===== src/rtl/clk_meter_pkg.sv =====
// ---------------------------------------------------------------------------
// clk_meter_pkg
//   Shared definitions for the clock period meter:
//     - CNT_W_DEFAULT : default width of the cycle counters and results
//     - meter_state_t : measurement FSM states (IDLE, MEASURE)
// ---------------------------------------------------------------------------
package clk_meter_pkg;

  localparam int CNT_W_DEFAULT = 16;

  typedef enum logic {
    IDLE    = 1'b0,
    MEASURE = 1'b1
  } meter_state_t;

endpackage


===== src/rtl/edge_detect.sv =====
// ---------------------------------------------------------------------------
// edge_detect
//   Conditions the measured signal and flags its rising edges.
//   Build option CLK_PERIOD_METER_SYNC_EN:
//     defined   - sig_in passes through a two-flop synchronizer first
//     undefined - sig_in is used directly (caller guarantees it is
//                 synchronous to clk_in)
//   Ports:
//     clk_in  in   sampling clock, rising edge
//     rst     in   synchronous active-high reset
//     sig_in  in   measured signal
//     sig_s   out  conditioned signal
//     rise    out  sig_s high while its previous sample was low
// ---------------------------------------------------------------------------
module edge_detect (
  input  logic clk_in,
  input  logic rst,
  input  logic sig_in,
  output logic sig_s,
  output logic rise
);

`ifdef CLK_PERIOD_METER_SYNC_EN
  localparam int SYNC_STAGES = 2;

  logic [SYNC_STAGES-1:0] sync_reg;

  always_ff @(posedge clk_in) begin
    if (rst) begin
      sync_reg <= '0;
    end else begin
      sync_reg <= {sync_reg[SYNC_STAGES-2:0], sig_in};
    end
  end

  assign sig_s = sync_reg[SYNC_STAGES-1];
`else
  assign sig_s = sig_in;
`endif

  logic sig_d_reg;

  always_ff @(posedge clk_in) begin
    if (rst) begin
      sig_d_reg <= 1'b0;
    end else begin
      sig_d_reg <= sig_s;
    end
  end

  assign rise = sig_s & ~sig_d_reg;

endmodule


===== src/rtl/clk_period_meter.sv =====
// ---------------------------------------------------------------------------
// clk_period_meter
//   Measures the period and high time of sig_in in clk_in cycles.
//   Build option CLK_PERIOD_METER_SYNC_EN adds a two-flop synchronizer on
//   sig_in (two cycles more latency, identical measured values).
//   Parameters:
//     CNT_W    width of counters and results
//     TIMEOUT  cycles without a rising edge before stall (2..2**CNT_W-1)
//   Ports:
//     clk_in      in   clock, rising edge
//     rst         in   synchronous active-high reset
//     en          in   measurement enable
//     sig_in      in   measured signal
//     period_out  out  cycles between the last two rising edges
//     high_out    out  cycles sig_in was high within that period
//     valid       out  one-cycle pulse when period_out/high_out update
//     stalled     out  no rising edge seen for TIMEOUT cycles
// ---------------------------------------------------------------------------
module clk_period_meter
  import clk_meter_pkg::*;
#(
  parameter int CNT_W   = CNT_W_DEFAULT,
  parameter int TIMEOUT = 1000
) (
  input  logic             clk_in,
  input  logic             rst,
  input  logic             en,
  input  logic             sig_in,
  output logic [CNT_W-1:0] period_out,
  output logic [CNT_W-1:0] high_out,
  output logic             valid,
  output logic             stalled
);

  localparam longint CNT_MAX = (longint'(1) << CNT_W) - 1;

  if (TIMEOUT < 2 || longint'(TIMEOUT) > CNT_MAX) begin : g_bad_timeout
    $error("clk_period_meter: TIMEOUT must lie in 2 .. 2**CNT_W-1");
  end

  localparam logic [CNT_W-1:0] TIMEOUT_CNT = CNT_W'(TIMEOUT);
  localparam logic [CNT_W-1:0] CNT_ONE     = CNT_W'(1);

  logic sig_s;
  logic rise;

  edge_detect u_edge_detect (
    .clk_in (clk_in),
    .rst    (rst),
    .sig_in (sig_in),
    .sig_s  (sig_s),
    .rise   (rise)
  );

  meter_state_t     state_reg;
  logic [CNT_W-1:0] cnt_reg;
  logic [CNT_W-1:0] hcnt_reg;
  logic [CNT_W-1:0] period_reg;
  logic [CNT_W-1:0] high_reg;
  logic             valid_reg;
  logic             stalled_reg;

  // Priority: rst, then en, then rise, then timeout. The counters start at 1
  // on a rise because the rising-edge cycle itself belongs to the new period
  // and is a high cycle.
  always_ff @(posedge clk_in) begin
    if (rst) begin
      state_reg   <= IDLE;
      cnt_reg     <= '0;
      hcnt_reg    <= '0;
      period_reg  <= '0;
      high_reg    <= '0;
      valid_reg   <= 1'b0;
      stalled_reg <= 1'b0;
    end else if (!en) begin
      state_reg <= IDLE;
      cnt_reg   <= '0;
      hcnt_reg  <= '0;
      valid_reg <= 1'b0;
    end else begin
      case (state_reg)
        IDLE: begin
          valid_reg <= 1'b0;
          if (rise) begin
            // First edge only arms the measurement; there is no prior edge.
            state_reg   <= MEASURE;
            cnt_reg     <= CNT_ONE;
            hcnt_reg    <= CNT_ONE;
            stalled_reg <= 1'b0;
          end else begin
            cnt_reg  <= '0;
            hcnt_reg <= '0;
          end
        end
        MEASURE: begin
          if (rise) begin
            period_reg <= cnt_reg;
            high_reg   <= hcnt_reg;
            valid_reg  <= 1'b1;
            cnt_reg    <= CNT_ONE;
            hcnt_reg   <= CNT_ONE;
          end else if (cnt_reg == TIMEOUT_CNT) begin
            state_reg   <= IDLE;
            stalled_reg <= 1'b1;
            valid_reg   <= 1'b0;
            cnt_reg     <= '0;
            hcnt_reg    <= '0;
          end else begin
            valid_reg <= 1'b0;
            cnt_reg   <= cnt_reg + CNT_ONE;
            if (sig_s) begin
              hcnt_reg <= hcnt_reg + CNT_ONE;
            end
          end
        end
        default: begin
          state_reg <= IDLE;
          valid_reg <= 1'b0;
          cnt_reg   <= '0;
          hcnt_reg  <= '0;
        end
      endcase
    end
  end

  assign period_out = period_reg;
  assign high_out   = high_reg;
  assign valid      = valid_reg;
  assign stalled    = stalled_reg;

endmodule


===== config.mk =====
export PLATFORM = sky130hd
export DESIGN_NAME = clk_period_meter
export DESIGN_NICKNAME = d
export VERILOG_FILES = /design/src/rtl/clk_meter_pkg.sv /design/src/rtl/edge_detect.sv /design/src/rtl/clk_period_meter.sv
export SDC_FILE = /design/constraint.sdc
export NUM_CORES = 1
export LEC_CHECK = 0
export ABC_AREA = 1
export ABC_CLOCK_PERIOD_IN_PS = 4350
export CORE_MARGIN = 10
export CORE_UTILIZATION = 57
export DETAILED_ROUTE_END_ITERATION = 10
export MAX_ROUTING_LAYER = met4
export PLACE_DENSITY = 0.82
export SLEW_MARGIN = 25
export SYNTH_ARGS = -nofsm -noshare
export SYNTH_HDL_FRONTEND = slang
export SYNTH_HIERARCHICAL = 1
export SYNTH_SLANG_ARGS = --single-unit

===== constraint.sdc =====
create_clock -name clk_in -period 4.35 [get_ports clk_in]
set_input_delay 0.6525 -clock clk_in [delete_from_list [all_inputs] [get_ports clk_in]]
set_output_delay 0.6525 -clock clk_in [all_outputs]
set_load 0.05 [all_outputs]

=== After elaboration in Yosys (flattened, before gate mapping) ===
Index checks and enable logic that the tools add are counted.

* Latch bits: 0
* Bits in read-only memories: 0
* Bits in writable memories: 0
* Memories: 0
* Flip-flop bits (word level): 68
* Output and inout bits: 34
* Word-level logic and storage cells: 39

* $add $sub $neg: 2
* $lt $le $gt $ge: 0
* Div/mod/pow operators: 0
* Multipliers: 0
* Multiplexer cells: 17
* Bitwise operators: 4
* Eq/ne operators: 5
* Reduce and logical (&&, ||, !) cells: 3
* Shift-type cells: 0

{| class="wikitable"
|+ Operators with widths
! cell !! count
|-
| two-way mux 16 bit || 5
|-
| one-hot mux 16 bit (2 select lines) || 2
|-
| adder 16 x 1 -> 16 bit, second input constant || 2
|-
| equality test 16 x 10 -> 1 bit, second input constant || 1
|-
| two-way mux 1 bit || 7
|-
| one-hot mux 1 bit (2 select lines) || 3
|-
| inequality test 2 bit, second input constant || 2
|-
| inequality test 4 x 3 -> 1 bit, second input constant || 1
|-
| AND reduction 4 bit || 1
|-
| NOT 1 bit || 3
|-
| AND reduction 3 bit || 1
|-
| inequality test 2 x 1 -> 1 bit, second input constant || 1
|-
| OR reduction 2 bit || 1
|-
| bitwise AND 1 bit || 1
|}

=== Longest topological paths before layout ===
* Depth in word-level cells: 5
* Gate-level depth with buffers: 11
* Gate-level depth less buffers: 10

=== By module ===
Netlist, hierarchy kept.

{| class="wikitable"
|+ By module, submodules not included
! module !! cells an instance !! times used !! area each (µm²) !! sequential area each (µm²)
|-
| clk_period_meter || 395 || 1 || 2881.5 || 1341.3
|-
| edge_detect || 5 || 1 || 38.8 || 20.0
|}

=== Worst setup path after synthesis ===
No wires, ideal clock.

* Path type: input-to-reg
* Start point: input sig_in
* End point: register period_reg[6] (netlist: period_out[6])
* Data required time: 4.222 ns
* Setup slack: 2.513 ns
* Stages: 7
* Arrival: 1.708 ns
* Buffers on the path: 2
* Cell sequence: inv_1 -> nor2_1 -> nand3_1 -> buf_2 -> clkbuf_1 -> o21ai_0 -> a21oi_1

* Word-level cells in the longest chain between the ends: 2

{| class="wikitable"
|+ RTL lines
! item !! line !! source
|-
| start, declared || clk_period_meter.sv:28 || <nowiki>input logic sig_in,</nowiki>
|-
| bitwise AND 1 bit || edge_detect.sv:51 || <nowiki>assign rise = sig_s & ~sig_d_reg;</nowiki>
|-
| named net rise || clk_period_meter.sv:45 || <nowiki>logic rise;</nowiki>
|-
| AND reduction 3 bit (no line) || -- ||
|-
| end signal, assigned || clk_period_meter.sv:97 || <nowiki>period_reg <= cnt_reg;</nowiki>
|-
| end, declared || clk_period_meter.sv:58 || <nowiki>logic [CNT_W-1:0] period_reg;</nowiki>
|}

The timed path passes the listed nets, and every way through them passes these cells.
A chain may end at the register's enable or synchronous reset.

=== Final worst setup path ===
* Start point: input sig_in
* End point: register high_reg[4] (netlist: high_out[4])

* Word-level cells in the longest chain between the ends: 2

{| class="wikitable"
|+ RTL lines
! item !! line !! source
|-
| bitwise AND 1 bit || edge_detect.sv:51 ||
|-
| named net rise || clk_period_meter.sv:45 ||
|-
| AND reduction 3 bit (no line) || -- ||
|-
| end signal, assigned || clk_period_meter.sv:98 || <nowiki>high_reg <= hcnt_reg;</nowiki>
|-
| end, declared || clk_period_meter.sv:59 || <nowiki>logic [CNT_W-1:0] high_reg;</nowiki>
|}

The timed path passes the listed nets, and every way through them passes these cells.

==> flow_results.xml <==
<?xml version="1.0" encoding="UTF-8"?>
<metrics>
  <group name="layout">
    <metric name="area.growth.synth_to_final" unit="%">20.4</metric>
    <metric name="stdcell_count" unit="">506</metric>
    <metric name="final_core_utilization" unit="%">72.5</metric>
    <metric name="finish.net_count" unit="">441</metric>
    <metric name="layout-drive-gt1-share" unit="%">7.74</metric>
    <metric name="fillers" unit="">386</metric>
    <metric name="number_of_antenna_repair_diodes" unit="">0</metric>
  </group>
  <group name="floorplanning">
    <metric name="initial_core_util" unit="%">60.2</metric>
    <metric name="num_rows" unit="">25</metric>
    <metric name="ioPinCount" unit="">38</metric>
    <metric name="floorplan.core_area" unit="um2">4850</metric>
    <metric name="die_width" unit="um">91.6</metric>
    <metric name="dieArea" unit="um2">8390</metric>
    <metric name="die_height" unit="um">91.6</metric>
  </group>
  <group name="yosys">
    <metric name="ys_seq_elements" unit="">68</metric>
    <metric name="synth_most_common_cell" unit="">sky130_fd_sc_hd__dfxtp_1</metric>
    <metric name="syn_area" unit="um2">2920</metric>
    <metric name="yosysWarnings" unit="">6</metric>
    <metric name="synth_largest_area_cell" unit="">sky130_fd_sc_hd__dfxtp_1</metric>
    <metric name="synth_commonest_cells" unit="">68 x sky130_fd_sc_hd__dfxtp_1, 67 x sky130_fd_sc_hd__inv_1, 57 x sky130_fd_sc_hd__nand2_1</metric>
    <metric name="syn_avg_cell_area" unit="um2">7.30</metric>
    <metric name="netlist.area_leader.share" unit="%">46.6</metric>
    <metric name="synth-edff-count" unit="">0</metric>
    <metric name="synthesized_net_count" unit="">407</metric>
    <metric name="postSynthCellCount" unit="">400</metric>
    <metric name="synth.area.top_cells" unit="">sky130_fd_sc_hd__dfxtp_1 47%, sky130_fd_sc_hd__a21oi_1 8.9%, sky130_fd_sc_hd__inv_1 8.6%</metric>
    <metric name="asyncSetResetFlopFracSynth" unit="%">0</metric>
    <metric name="synth_cell_types" unit="">28</metric>
    <metric name="synthFlopType" unit="">sky130_fd_sc_hd__dfxtp_1</metric>
    <metric name="synth.yosys.seq_area_share" unit="%">46.6</metric>
  </group>
  <group name="worst_setup_path">
    <metric name="worstSetupPathType" unit="">input port to flip-flop</metric>
    <metric name="critPathLaunchType" unit="">input port</metric>
    <metric name="worstSetupStartpoint" unit="">sig_in</metric>
    <metric name="endpoint_kind" unit="">flip-flop</metric>
    <metric name="critical_path_peak_fanout" unit="">50</metric>
    <metric name="timing.rr.start" unit="">u_edge_detect/sig_d_reg</metric>
    <metric name="crit_required" unit="ns">4.58</metric>
    <metric name="cp_data_arrival_time" unit="ns">2.86</metric>
  </group>
  <group name="timing">
    <metric name="timing_max_transition_violations_final" unit="">0</metric>
    <metric name="clock-skew-final" unit="ns">0.00887</metric>
    <metric name="max_freq" unit="MHz">380</metric>
    <metric name="period_minus_slack" unit="ns">2.63</metric>
    <metric name="timing.final.hold_violations" unit="">0</metric>
    <metric name="finalCritPeriodShare" unit="%">60.4</metric>
    <metric name="timing.final.ws_setup" unit="ns">1.72</metric>
    <metric name="final.setup.tns" unit="ns">0</metric>
    <metric name="tightest_slew" unit="ns">0.842</metric>
    <metric name="rsz0062_at_grt" unit="">no</metric>
    <metric name="setup_viol_count_final" unit="">0</metric>
    <metric name="slew-limit-headroom" unit="%">43.8</metric>
  </group>
  <group name="cts">
    <metric name="clk_transition_reported_paths" unit="ns">0.07</metric>
    <metric name="insertion_delay" unit="ns">0.35</metric>
    <metric name="cts-hold-fix-buffers" unit="">0</metric>
    <metric name="clock_sinks" unit="">68</metric>
    <metric name="cts_max_level" unit="">3</metric>
    <metric name="clockBufferDepth" unit="">2</metric>
    <metric name="post_cts.resized_instances" unit="">0</metric>
    <metric name="cts_root_buf" unit="">sky130_fd_sc_hd__clkbuf_8</metric>
    <metric name="cts.repair_timing.setup_buffer_count" unit="">0</metric>
    <metric name="clock_buffer_count_from_cts" unit="">9</metric>
    <metric name="tritoncts" unit="">built</metric>
  </group>
  <group name="route">
    <metric name="wire_per_inst" unit="um">11.9</metric>
    <metric name="final_routed_wirelength_across_all_metal_layers" unit="um">6040</metric>
    <metric name="drc" unit="">0</metric>
    <metric name="routed_via_density" unit="">4.97</metric>
    <metric name="drt-initial-drc-count" unit="">147</metric>
    <metric name="drt_first_pass_iters" unit="">5</metric>
    <metric name="route.antenna.remaining_nets" unit="">0</metric>
    <metric name="num_vias" unit="">2515</metric>
  </group>
  <group name="min_path">
    <metric name="hold_class" unit="">flip-flop to flip-flop</metric>
    <metric name="holdCritStartpoint" unit="">period_out[15]</metric>
  </group>
  <group name="outcome">
    <metric name="status" unit="">finished clean</metric>
  </group>
  <group name="place">
    <metric name="place_inst" unit="">490</metric>
    <metric name="post-place-ws" unit="ns">1.38</metric>
    <metric name="dp.final_hpwl" unit="um">4200</metric>
    <metric name="place_congestion" unit="">0.835</metric>
    <metric name="place.port_buffers" unit="">37</metric>
  </group>
  <group name="grt">
    <metric name="vias_in_the_first_global_route" unit="">2366</metric>
    <metric name="maximum_number_of_pins_on_one_net_before_global_route_repair" unit="">51</metric>
    <metric name="grt_first_pass_wirelength" unit="um">10600</metric>
    <metric name="globalRouteTotalUtil" unit="%">15.5</metric>
    <metric name="antenna_found_initial" unit="">0</metric>
    <metric name="grt_overflow" unit="">0</metric>
  </group>
  <group name="power">
    <metric name="design_power_total" unit="mW">1.27</metric>
    <metric name="reported_leakage_power" unit="nW">1.29</metric>
    <metric name="max-vdd-ir-drop" unit="V">0.000268</metric>
    <metric name="cellPowerDensity" unit="nW/um2">362</metric>
  </group>
  <group name="flow_run">
    <metric name="cap_violations" unit="">0</metric>
  </group>
</metrics>
-- final timing paths --
check	to	slack, ns	cells past startpoint
worst max-delay path	high_out[4]	1.72	7
worst min-delay path	period_out[15]	0.44	2
worst max register to register	high_out[4]	2.44	5
worst min register to register	period_out[15]	0.44	2
-- cell usage in the layout, fill, tap and decap left out, drive strengths merged --
cell type	count
nand3	24
or2	2
nand4	2
inv	70
a31oi	1
xnor2	1
nand3b	2
clkinv	3
clkbuf	11
nor3	7
dfxtp	68
and2	1
clkdlybuf4s50	37
ha	3
xor2	5
a21oi	52
o21ai	34
buf	1
nor2	52
nand2	61
bufinv	2
-- worst max-delay path: stages --
cell                              delay (ns)
sky130_fd_sc_hd__clkdlybuf4s50_1        0.60
sky130_fd_sc_hd__inv_1                  0.10
sky130_fd_sc_hd__nor2_1                 0.46
sky130_fd_sc_hd__nand3_2                0.38
sky130_fd_sc_hd__buf_4                  0.37
sky130_fd_sc_hd__o21ai_0                0.23
sky130_fd_sc_hd__a21oi_1                0.06
-- power by group --
group | internal (mW) | total (mW) | switching [mW] | leakage [nW]
combinational | 0.0215 | 0.0688 | 0.0473 | 0.632
sequential | 0.630 | 0.635 | 0.00512 | 0.549
clock | 0.336 | 0.567 | 0.232 | 0.113
-- metrics by stage --
stage                     hold WS, ns  area, um2
after floorplan                 0.436       2920
after global placement          0.433       3300
after detailed placement        0.436       3300
after CTS                       0.447       3520
after global routing            0.468       3520
final                           0.445       3520
-- area by class of cell --
| cell class | count | area (um2) | share of cell area (%) |
|---|---|---|---|
| clock buffers | 11 | 141 | 4.02 |
| multi-input cells | 247 | 1210 | 34.5 |
| clock inverters | 5 | 75.1 | 2.14 |
| inverters | 70 | 263 | 7.47 |
| flip-flops and latches | 68 | 1360 | 38.7 |
| repair buffers | 38 | 378 | 10.7 |
| well taps | 67 | 83.8 | 2.38 |
-- logic make-up (layout without fill, tap and decap cells) --
logic type	after synthesis	after routing	synth area share, %
buf+inv	85	124	12.0
simple gates	151	151	23.4
compound gates	87	87	15.0
fa+ha+maj	3	3	1.29
xor+xnor	6	6	1.80
flops	68	68	46.6
-- per-layer routing --
layer,vias to the layer above,track usage [%],part of all wire [%]
li1,1321,-,-
met1,1115,18.6,46
met2,70,23.6,46
met3,9,3.87,7.5
met4,0,7.57,1.3
met5,-,-,0
Note: power is estimated with default switching activity, not from simulation.
